`src/rtl/demux1_2_buf.sv`:
```
// Buffered 1-to-2 word demultiplexer: one valid/ready input stream is steered
// into one of two independent FIFOs, so a stalled consumer never blocks the other.

`ifndef WORDSIZE
`define WORDSIZE 8
`endif

module demux1_2_buf_fifo #(
    parameter int WIDTH = `WORDSIZE,
    parameter int DEPTH = 2,
    parameter int AW    = $clog2(DEPTH)
) (
    input  logic             clk,
    input  logic             rst_n,
    input  logic             i_push,
    input  logic [WIDTH-1:0] i_wdata,
    output logic             o_full,
    input  logic             i_ready,
    output logic             o_valid,
    output logic [WIDTH-1:0] o_data,
    output logic [AW:0]      o_count
);
    localparam logic [AW:0] FULL_CNT = (AW+1)'(DEPTH);

    logic [WIDTH-1:0] r_mem [DEPTH];
    logic [AW-1:0]    r_wptr;
    logic [AW-1:0]    r_rptr;
    logic [AW:0]      r_count;
    logic             w_pop;

    assign o_full  = (r_count == FULL_CNT);
    assign o_valid = (r_count != '0);
    assign o_data  = r_mem[r_rptr];
    assign o_count = r_count;
    assign w_pop   = o_valid & i_ready;

    // Storage is cleared on reset so data outputs read 0 until the first push.
    always_ff @(posedge clk) begin
        if (!rst_n) begin
            r_wptr  <= '0;
            r_rptr  <= '0;
            r_count <= '0;
            for (int i = 0; i < DEPTH; i++) begin
                r_mem[i] <= '0;
            end
        end else begin
            if (i_push) begin
                r_mem[r_wptr] <= i_wdata;
                r_wptr        <= r_wptr + 1'b1;
            end
            if (w_pop) begin
                r_rptr <= r_rptr + 1'b1;
            end
            case ({i_push, w_pop})
                2'b10:   r_count <= r_count + 1'b1;
                2'b01:   r_count <= r_count - 1'b1;
                default: r_count <= r_count;
            endcase
        end
    end

    a_count_bound: assert property (@(posedge clk) disable iff (!rst_n)
        r_count <= FULL_CNT);
    a_no_underflow: assert property (@(posedge clk) disable iff (!rst_n)
        w_pop |-> (r_count != '0));
    a_no_overflow: assert property (@(posedge clk) disable iff (!rst_n)
        i_push |-> (!o_full || w_pop));
endmodule

module demux1_2_buf #(
    parameter int WIDTH = `WORDSIZE,
    parameter int DEPTH = 2,
    parameter int AW    = $clog2(DEPTH)
) (
    input  logic             clk,
    input  logic             rst_n,
    input  logic             in_valid,
    output logic             in_ready,
    input  logic             in_sel,
    input  logic [WIDTH-1:0] in_data,
    output logic             a_valid,
    input  logic             a_ready,
    output logic [WIDTH-1:0] a_data,
    output logic [AW:0]      a_count,
    output logic             b_valid,
    input  logic             b_ready,
    output logic [WIDTH-1:0] b_data,
    output logic [AW:0]      b_count
);
    logic w_a_full;
    logic w_b_full;
    logic w_push;

    // Ready looks only at the selected FIFO's full flag, never at the consumers,
    // so a full FIFO refuses the push even when it is popping that same cycle.
    assign in_ready = in_sel ? !w_b_full : !w_a_full;
    assign w_push   = in_valid & in_ready;

    demux1_2_buf_fifo #(.WIDTH(WIDTH), .DEPTH(DEPTH), .AW(AW)) u_fifo_a (
        .clk     (clk),
        .rst_n   (rst_n),
        .i_push  (w_push & ~in_sel),
        .i_wdata (in_data),
        .o_full  (w_a_full),
        .i_ready (a_ready),
        .o_valid (a_valid),
        .o_data  (a_data),
        .o_count (a_count)
    );

    demux1_2_buf_fifo #(.WIDTH(WIDTH), .DEPTH(DEPTH), .AW(AW)) u_fifo_b (
        .clk     (clk),
        .rst_n   (rst_n),
        .i_push  (w_push & in_sel),
        .i_wdata (in_data),
        .o_full  (w_b_full),
        .i_ready (b_ready),
        .o_valid (b_valid),
        .o_data  (b_data),
        .o_count (b_count)
    );
endmodule

```
`config.mk`:
```
export PLATFORM = sky130hd
export DESIGN_NAME = demux1_2_buf
export DESIGN_NICKNAME = d
export VERILOG_FILES = /design/src/rtl/demux1_2_buf.sv
export SDC_FILE = /design/constraint.sdc
export NUM_CORES = 1
export LEC_CHECK = 0
export BUFFER_PORTS_ARGS = -buffer_cell sky130_fd_sc_hd__buf_2
export CAP_MARGIN = 15
export CELL_PAD_IN_SITES_DETAIL_PLACEMENT = 2
export CELL_PAD_IN_SITES_GLOBAL_PLACEMENT = 2
export CORE_MARGIN = 3
export CORE_UTILIZATION = 40
export DETAILED_ROUTE_END_ITERATION = 7
export HOLD_SLACK_MARGIN = 0.12
export PLACE_DENSITY_LB_ADDON = 0.1
export SYNTH_ARGS = -nofsm -noshare
export SYNTH_HDL_FRONTEND = slang
export SYNTH_SLANG_ARGS = --single-unit
export TNS_END_PERCENT = 20
```
`constraint.sdc`:
```
create_clock -name clk -period 3.5 [get_ports clk]
set_clock_uncertainty 0.05 [all_clocks]
set_input_delay 0.175 -clock clk [delete_from_list [all_inputs] [get_ports clk]]
set_output_delay 0.175 -clock clk [all_outputs]
set_load 0.01 [all_outputs]
```
### Yosys cells after proc, flatten, opt, wreduce, memory -nomap -nowiden

Memories as Yosys holds them, arrays and structs flattened. A register that Yosys moved wholly into a read port is not among the register bits.
Index checks and enable logic that the tools add are counted.

* add/sub/neg operators: 8
* eq/ne operators: 6
* multiplexer cells: 20
* bitwise gates (word level): 6
* reduce and logical (&&, ||, !) cells: 8

Operator list (count)
* 1-bit 2-to-1 mux: 16
* 8-bit 2-to-1 mux: 2
* 8-bit OR reduction: 2
* 2-bit equality test (second input constant): 4
* 2-bit one-hot mux with 2 select lines: 2
* 2-bit nonzero test: 4
* 1-bit bitwise AND: 5
* 1-bit adder (second input constant): 4
* 2-bit by 1-bit adder with 2-bit output (second input constant): 2
* 2-bit by 1-bit equality test with 1-bit output (second input constant): 2
* 2-bit by 1-bit subtractor with 2-bit output (second input constant): 2
* 1-bit zero test: 2
* 1-bit inverter: 1

* flip-flop bits (word level): 8
* memory bits (writable): 32
* input port bits: 14
* output and inout bits: 23
* word-level logic and storage cells: 56
* memories: 2

Memory list
* u_fifo_a.r_mem: words 2, width 8, rd ports 1, clocked after memory_dff 1, wr ports 2, RTL line 25 `logic [WIDTH-1:0] r_mem [DEPTH];`
* u_fifo_b.r_mem: words 2, width 8, rd ports 1, clocked after memory_dff 1, wr ports 2, RTL line 25

### Longest topological paths before layout

Gate-level depths: netlist of the first run.

* word-level depth: 10
* depth in mapped cells: 6
* gate-level depth less buffers: 6

### Modules after synthesis

From an unflattened synthesis of the first run, not the netlist that was laid out.

* cells, all modules: 155
* area, all modules: 1838.0 um^2

By module, submodules not included
* demux1_2_buf_fifo: times used 2, cells each 76, area each 905.9 um^2, sequential area each 580.6 um^2
* demux1_2_buf: times used 1, cells each 3, area each 26.3 um^2, sequential area each 0.0 um^2

### Worst setup path before layout of the first run

OpenSTA, ideal clock, no wires.

* kind: register -> register
* start point: register u_fifo_a.r_count[0] (netlist: u_fifo_a.o_count[0])
* end point: register u_fifo_a.r_count[1] (netlist: u_fifo_a.o_count[1])
* setup time: 0.070 ns
* arrival: 1.772 ns
* required time: 3.380 ns
* setup slack: 1.608 ns
* stages on the path, launching flop included: 6
* buffers on the path: 0
* period minus slack after synthesis: 1.892 ns
* cells stage by stage: dfxtp_1 nor2b_2 or3b_4 ha_1 or3_1 a21boi_1

* cells in the longest elaborated chain, start to end: 7
* elaborated cells between the ends (all ways): 13
* those cells by class: 2 x add/sub; 3 x eq/ne; 2 x mux; 3 x bitwise; 3 x reduce/logical

RTL lines
* from (decl): RTL line 28 `logic [AW:0] r_count;`
* from (signal assigned): RTL line 55 `2'b10: r_count <= r_count + 1'b1;`
* from (signal assigned): RTL line 56 `2'b01: r_count <= r_count - 1'b1;`
* from (signal assigned): RTL line 57 `default: r_count <= r_count;`
* 2-bit equality test: RTL line 31 `assign o_full = (r_count == FULL_CNT);`
* 1-bit zero test: RTL line 96 `assign in_ready = in_sel ? !w_b_full : !w_a_full;`
* 1-bit 2-to-1 mux: RTL line 96
* 1-bit bitwise AND: RTL line 97 `assign w_push = in_valid & in_ready;`
* 1-bit bitwise AND: RTL line 102 `.i_push (w_push & ~in_sel),`
* 2-bit by 1-bit equality test with 1-bit output / 2-bit equality test (equally long branches): RTL line 54 `case ({i_push, w_pop})`
* 2-bit one-hot mux with 2 select lines / 2-bit nonzero test (equally long branches)

Several ways; a longest one is shown, not always the timed one.
A chain may end at the register's enable or synchronous reset.

==> impl_metrics.toml, run 1 <==
[outcome]
status = "complete, no violations"

[finish]
stdcell_area_sq_um = 2251
drive_gt1_share_pct = 38.98
final_nets = 193
area_growth_pct = 16.59
insertedDiodeCount = 0

[placement]
dpl_cell_area_sq_um = 2165
io_buffer_count = 36
hpwl_microns = 3078
gp_routability_congestion = 0.7121

[die]
coreArea_sq_um = 4504
dieHeight_microns = 75.48
die_area_sq_um = 5696
die-width_microns = 75.48
initial_core_util_pct = 42.86
num_rows = 24
io_pins = 37

[setup_path]
worstPathCellList = "nor2b_2 -> or3b_4 -> o21ai_1"
crit_path_end_kind = "flop"
cp_num_buf_inv = 0
cpMaxStageDelayCell = "o21ai_1"
worstSetupStartpointType = "flop"
worstSetupPathType = "flop to flop"
crit_required_ns = 3.37
path_max_fanout = 8
slowest_delay_ns = 0.63
cp_data_arrival_time_ns = 1.92
cp_top_family = "compound AO/OA/AOI/OAI gates"

[flow_run]
maxCapViolCount = 0

[timing]
setup_viol = 0
fin_crit_sh_pct = 58.42
slew_headroom_pct = 47.57
worst_pin_slew_ns = 0.7812
min_period_ns = 2.045
tns_ns = 0
max_freq_mhz = 489.0
rsz0062_at_grt = "false"
finalHoldViolCount = 0
slew_viol_final = 0

[synthesis]
ys_types = 24
yosysWarnings = 0
synth_area_leaders = "edfxtp_1 (50%), and2_1 (12%), dfxtp_1 (10%)"
yosysMostFrequentCell = "and2_1"
synthCells = 137
ys_seq_area_share_pct = 60.14
synth_seq_cells = 42
synth_common_cells = "and2_1 (36), edfxtp_1 (32), mux2_2 (16)"
synth-async-reset-ratio_pct = 0
yosysTopAreaCellShare_pct = 49.77
synth_ff_type = "edfxtp_1"
syn-num-nets = 153
synth-edff-count = 32
synth.largest_area_cell = "edfxtp_1"
syn_area_sq_um = 1931
synth_area_per_cell_sq_um = 14.09

[grt]
grt_pass1_wl_microns = 6506
grt_max_degree = 16
grt_antenna_before_repair = 0
grt_overflow = 0
grt_pass1_vias = 1257
track_usage_pct = 15.94

[clock_tree]
cts.repair_timing.setup_buffer_count = 0
numClockSinks = 42
cts_resized = 0
numCtsBuffers = 5
cts_tree = "yes"
htreeDepth = 2
path_clk_slew_ns = 0.07
cts.path.max_buffers = 2
ctsHoldBuffers = 0
clk_latency_ns = 0.29
root_buffer = "clkbuf_8"

[routing]
routed_wl_microns = 4155
drtIter0Drc = 91
drc = 0
via_count = 1170
routed_via_density = 5.109
wl_per_cell_microns = 18.14
ant_nets = 0
firstDrtPassIters = 4

[power]
peakVddDrop_uv = 261.0
powerDensity_nw_per_um2 = 608.7
power.leakage_uw = 0.0009129

[min_path]
hp-class = "input pin to flop"
==> final cells by class <==
type                    count  area (sq um)
multi-input cells          90         750.7
inverters                   2         7.507
flip-flops and latches     42          1161
well taps                  52         65.06
repair buffers             36         180.2
clock buffers               7         86.33
fillers                   453          2253
==> where the power goes <==
group / internal (uW) / switching (uW) / leakage [uW]
Combinational: 199 / 186 / 0.000451
Sequential: 606 / 68.7 / 0.000418
Clock: 156 / 153 / 0.0000443
==> cell families after synthesis <==
logic type,Yosys count,share of synthesized area (%)
AND/OR/NAND/NOR,53,21.13
flip-flops,42,60.14
multiplexers,17,9.851
AO/OA/AOI/OAI,12,3.888
XOR/XNOR,6,2.722
buffers and inverters,5,0.9717
adder cells (fa/ha/maj),2,1.296
==> flip-flops by register name (all words and copies together), names as in the netlist, named ones only <==
signal / count
u_fifo_a.o_count: 2
u_fifo_a.r_rptr: 1
u_fifo_b.r_mem: 16
u_fifo_a.r_wptr: 1
u_fifo_b.o_count: 2
u_fifo_b.r_rptr: 1
u_fifo_b.r_wptr: 1
u_fifo_a.r_mem: 16
==> cell usage in the layout, fill, tap and decap left out, drive strengths merged, types with 6 or more instances in the layout <==
master	n
dfxtp	10
o21ai	6
edfxtp	32
clkbuf	7
and2	36
xnor2	6
nor2b	6
buf	36
mux2	16
==> through the flow <==
step / total power [uW] / util, % / std cells / hold slack [ns] / worst slack (ns)
finish: 1370 / 49.97 / 229 / 0.1645 / 1.455
global route: 1452 / 49.97 / 229 / 0.1648 / 1.327
CTS: 1398 / 49.97 / 229 / 0.1526 / 1.406
detailed placement: 1081 / 48.06 / 222 / 0.4629 / 1.423
global placement: 1053 / 48.06 / 222 / 0.4535 / 1.549
floorplan: 934.0 / - / 137 / 0.2781 / 1.608
==> path summary, 6_finish.rpt <==
path                            start                   end  slack [ns]  cells after the start
setup / recovery  u_fifo_a.o_count[0]  u_fifo_a.r_mem[1][2]        1.46                      3
hold / removal             in_data[2]  u_fifo_a.r_mem[0][2]        0.16                      2
setup reg to reg  u_fifo_a.o_count[0]  u_fifo_a.r_mem[1][2]        1.46                      3
hold reg to reg   u_fifo_b.o_count[1]   u_fifo_b.o_count[1]        0.50                      2
==> routing by layer <==
metal | global-route usage (%) | part of all wire [%] | up-vias
met5 | 0 | 0 | -
met4 | 5.243 | 1.4 | 0
met3 | 4.485 | 5.6 | 7
met2 | 28.28 | 52 | 38
met1 | 18.50 | 41 | 561
li1 | - | - | 564
Power figures use the tool's default switching activity.
==> run 2, diff against run 1 <==
- ABC_AREA: unset -> 1
- CORE_UTILIZATION: 40 -> 34
- clock period: 3.5 -> 2.1 ns (I/O delays scaled with it)
==> run 2 against run 1 <==
Net effect:
- critical path depth up 1
- die area increased by 9.8%
- final cell count is 17% higher
- largest power group unchanged
- critical endpoint is now u_fifo_b.r_mem[0][4]
- clock-buffer cell count is 1 lower
- setup slack worse by 1.1 ns
- hold slack lost 0.028 ns
==> impl_metrics.toml, run 2 <==
[die]
io_pins = 37
die_area_sq_um = 6257
die-width_microns = 79.10
dieHeight_microns = 79.10
num_rows = 25
coreArea_sq_um = 4942
initial_core_util_pct = 36.76

[synthesis]
synth-async-reset-ratio_pct = 0
synth_area_per_cell_sq_um = 11.28
synth.largest_area_cell = "edfxtp_1"
synthCells = 161
synth_seq_cells = 42
synth-edff-count = 32
yosysMostFrequentCell = "nor2_1"
synth_common_cells = "nor2_1 (40), edfxtp_1 (32), nand2_1 (17)"
syn-num-nets = 177
synth_area_leaders = "edfxtp_1 (53%), dfxtp_1 (11%), mux2_2 (9.9%)"
syn_area_sq_um = 1817
synth_ff_type = "edfxtp_1"
ys_seq_area_share_pct = 63.91
ys_types = 17
yosysTopAreaCellShare_pct = 52.89
yosysWarnings = 0

[routing]
via_count = 1251
drtIter0Drc = 103
firstDrtPassIters = 4
top_layer = "met4"
wl_per_cell_microns = 16.00
routed_wl_microns = 4272
ant_nets = 0
drc = 0
wl_met3_microns = 200
wl_met1_microns = 1952
dr_wl_met2_microns = 2079
routed_via_density = 4.685

[setup_path]
worstSetupStartpointType = "flop"
crit_required_ns = 2.01
path_max_fanout = 10
cp_data_arrival_time_ns = 1.60
worstSetupPathType = "flop to flop"
crit_path_end_kind = "flop"

[timing]
slew_viol_final = 0
fin_crit_sh_pct = 80.82
min_period_ns = 1.697
slew_headroom_pct = 74.40
worst_pin_slew_ns = 0.3834
setup_viol = 0
rsz0062_at_grt = "false"
finalHoldViolCount = 0
max_freq_mhz = 589.2
tns_ns = 0

[grt]
grt_max_degree = 17
grt_pass1_vias = 1340
grt_pass1_wl_microns = 7176
track_usage_pct = 15.20
grt_overflow = 0
grt_antenna_before_repair = 0

[finish]
top_regs = "u_fifo_a.r_mem x16, u_fifo_b.r_mem x16"
layout_commonest_cell = "nor2_1"
final_cell_mix = "nor2_1 (40), buf_2 (36), edfxtp_1 (32), nand2_1 (17), mux2_2 (16)"
insertedDiodeCount = 0
fin_util_pct = 43.70
final_nets = 215
area_growth_pct = 18.87
drive_gt1_share_pct = 32.00

[clock_tree]
cts_resized = 0
cts.repair_timing.setup_buffer_count = 0
cts.path.max_buffers = 2
clk_latency_ns = 0.28
ctsHoldBuffers = 0
htreeDepth = 2
cts_tree = "yes"
path_clk_slew_ns = 0.07
numCtsBuffers = 5
root_buffer = "clkbuf_8"
numClockSinks = 42

[placement]
hpwl_microns = 3336
gp_routability_congestion = 0.7623
io_buffer_count = 36

[power]
power.leakage_uw = 0.0009588
peakVddDrop_uv = 371.4
powerDensity_nw_per_um2 = 913.2

[min_path]
hp-class = "input pin to flop"

[outcome]
status = "complete, no violations"

[flow_run]
maxCapViolCount = 0
run 2: worst paths after layout:
path	cells after the start	slack (ns)	end	from
setup reg to reg	4	0.40	u_fifo_b.r_mem[0][4]	u_fifo_b.o_count[0]
hold reg to reg	1	0.41	flop	u_fifo_a.r_rptr
hold / removal	4	0.14	u_fifo_b.r_wptr	in_valid
setup / recovery	4	0.40	u_fifo_b.r_mem[0][4]	u_fifo_b.o_count[0]
run 2: critical path: stages, from the launching register on:
cell      delay [ns]
dfxtp_1         0.49
o211ai_2        0.16
nor2_1          0.11
nand2_1         0.20
nand2_1         0.36
run 2: power breakdown:
part           switching (uW)  total [uW]  internal, uW
Combinational             178         323           146
Sequential               63.4        1020           961
Clock                     270         624           355
Total                     511        1970          1460
run 2: logic make-up after synthesis:
group                    count (synthesis)  synth area share, %
buffers and inverters                   20                5.027
AO/OA/AOI/OAI                           18                6.060
AND/OR/NAND/NOR                         63                13.70
adder cells (fa/ha/maj)                  2                1.377
flip-flops                              42                63.91
multiplexers                            16                9.917
run 2: stage by stage:
stage          hold WS (ns)  instance area, sq um  total power [uW]  cells  setup slack (ns)
2_1_floorplan        0.2684                  1817              1236    161            0.5449
4_1_cts              0.1348                  2160              1998    267            0.3702
6_report             0.1369                  2160              1972    267            0.4027
3_3_place_gp         0.3866                  2049              1350    259            0.5062
5_1_grt              0.1558                  2160              2075    267            0.1684
3_5_place_dp         0.3993                  2049              1375    259            0.3750
run 2: metal layers:
layer / vias up / track usage, %
li1: 615 / -
met1: 597 / 20.57
met2: 35 / 24.33
met3: 4 / 3.741
met4: 0 / 4.124
met5: - / 0
run 2: cell type report:
class,count,area (sq um)
fill,550,2783
timing repair buffer,37,187.7
clock buffer,6,72.57
inverter,14,52.55
clock inverter,2,37.54
tap,67,83.83
multi-input combinational,99,564.3
sequential,42,1161
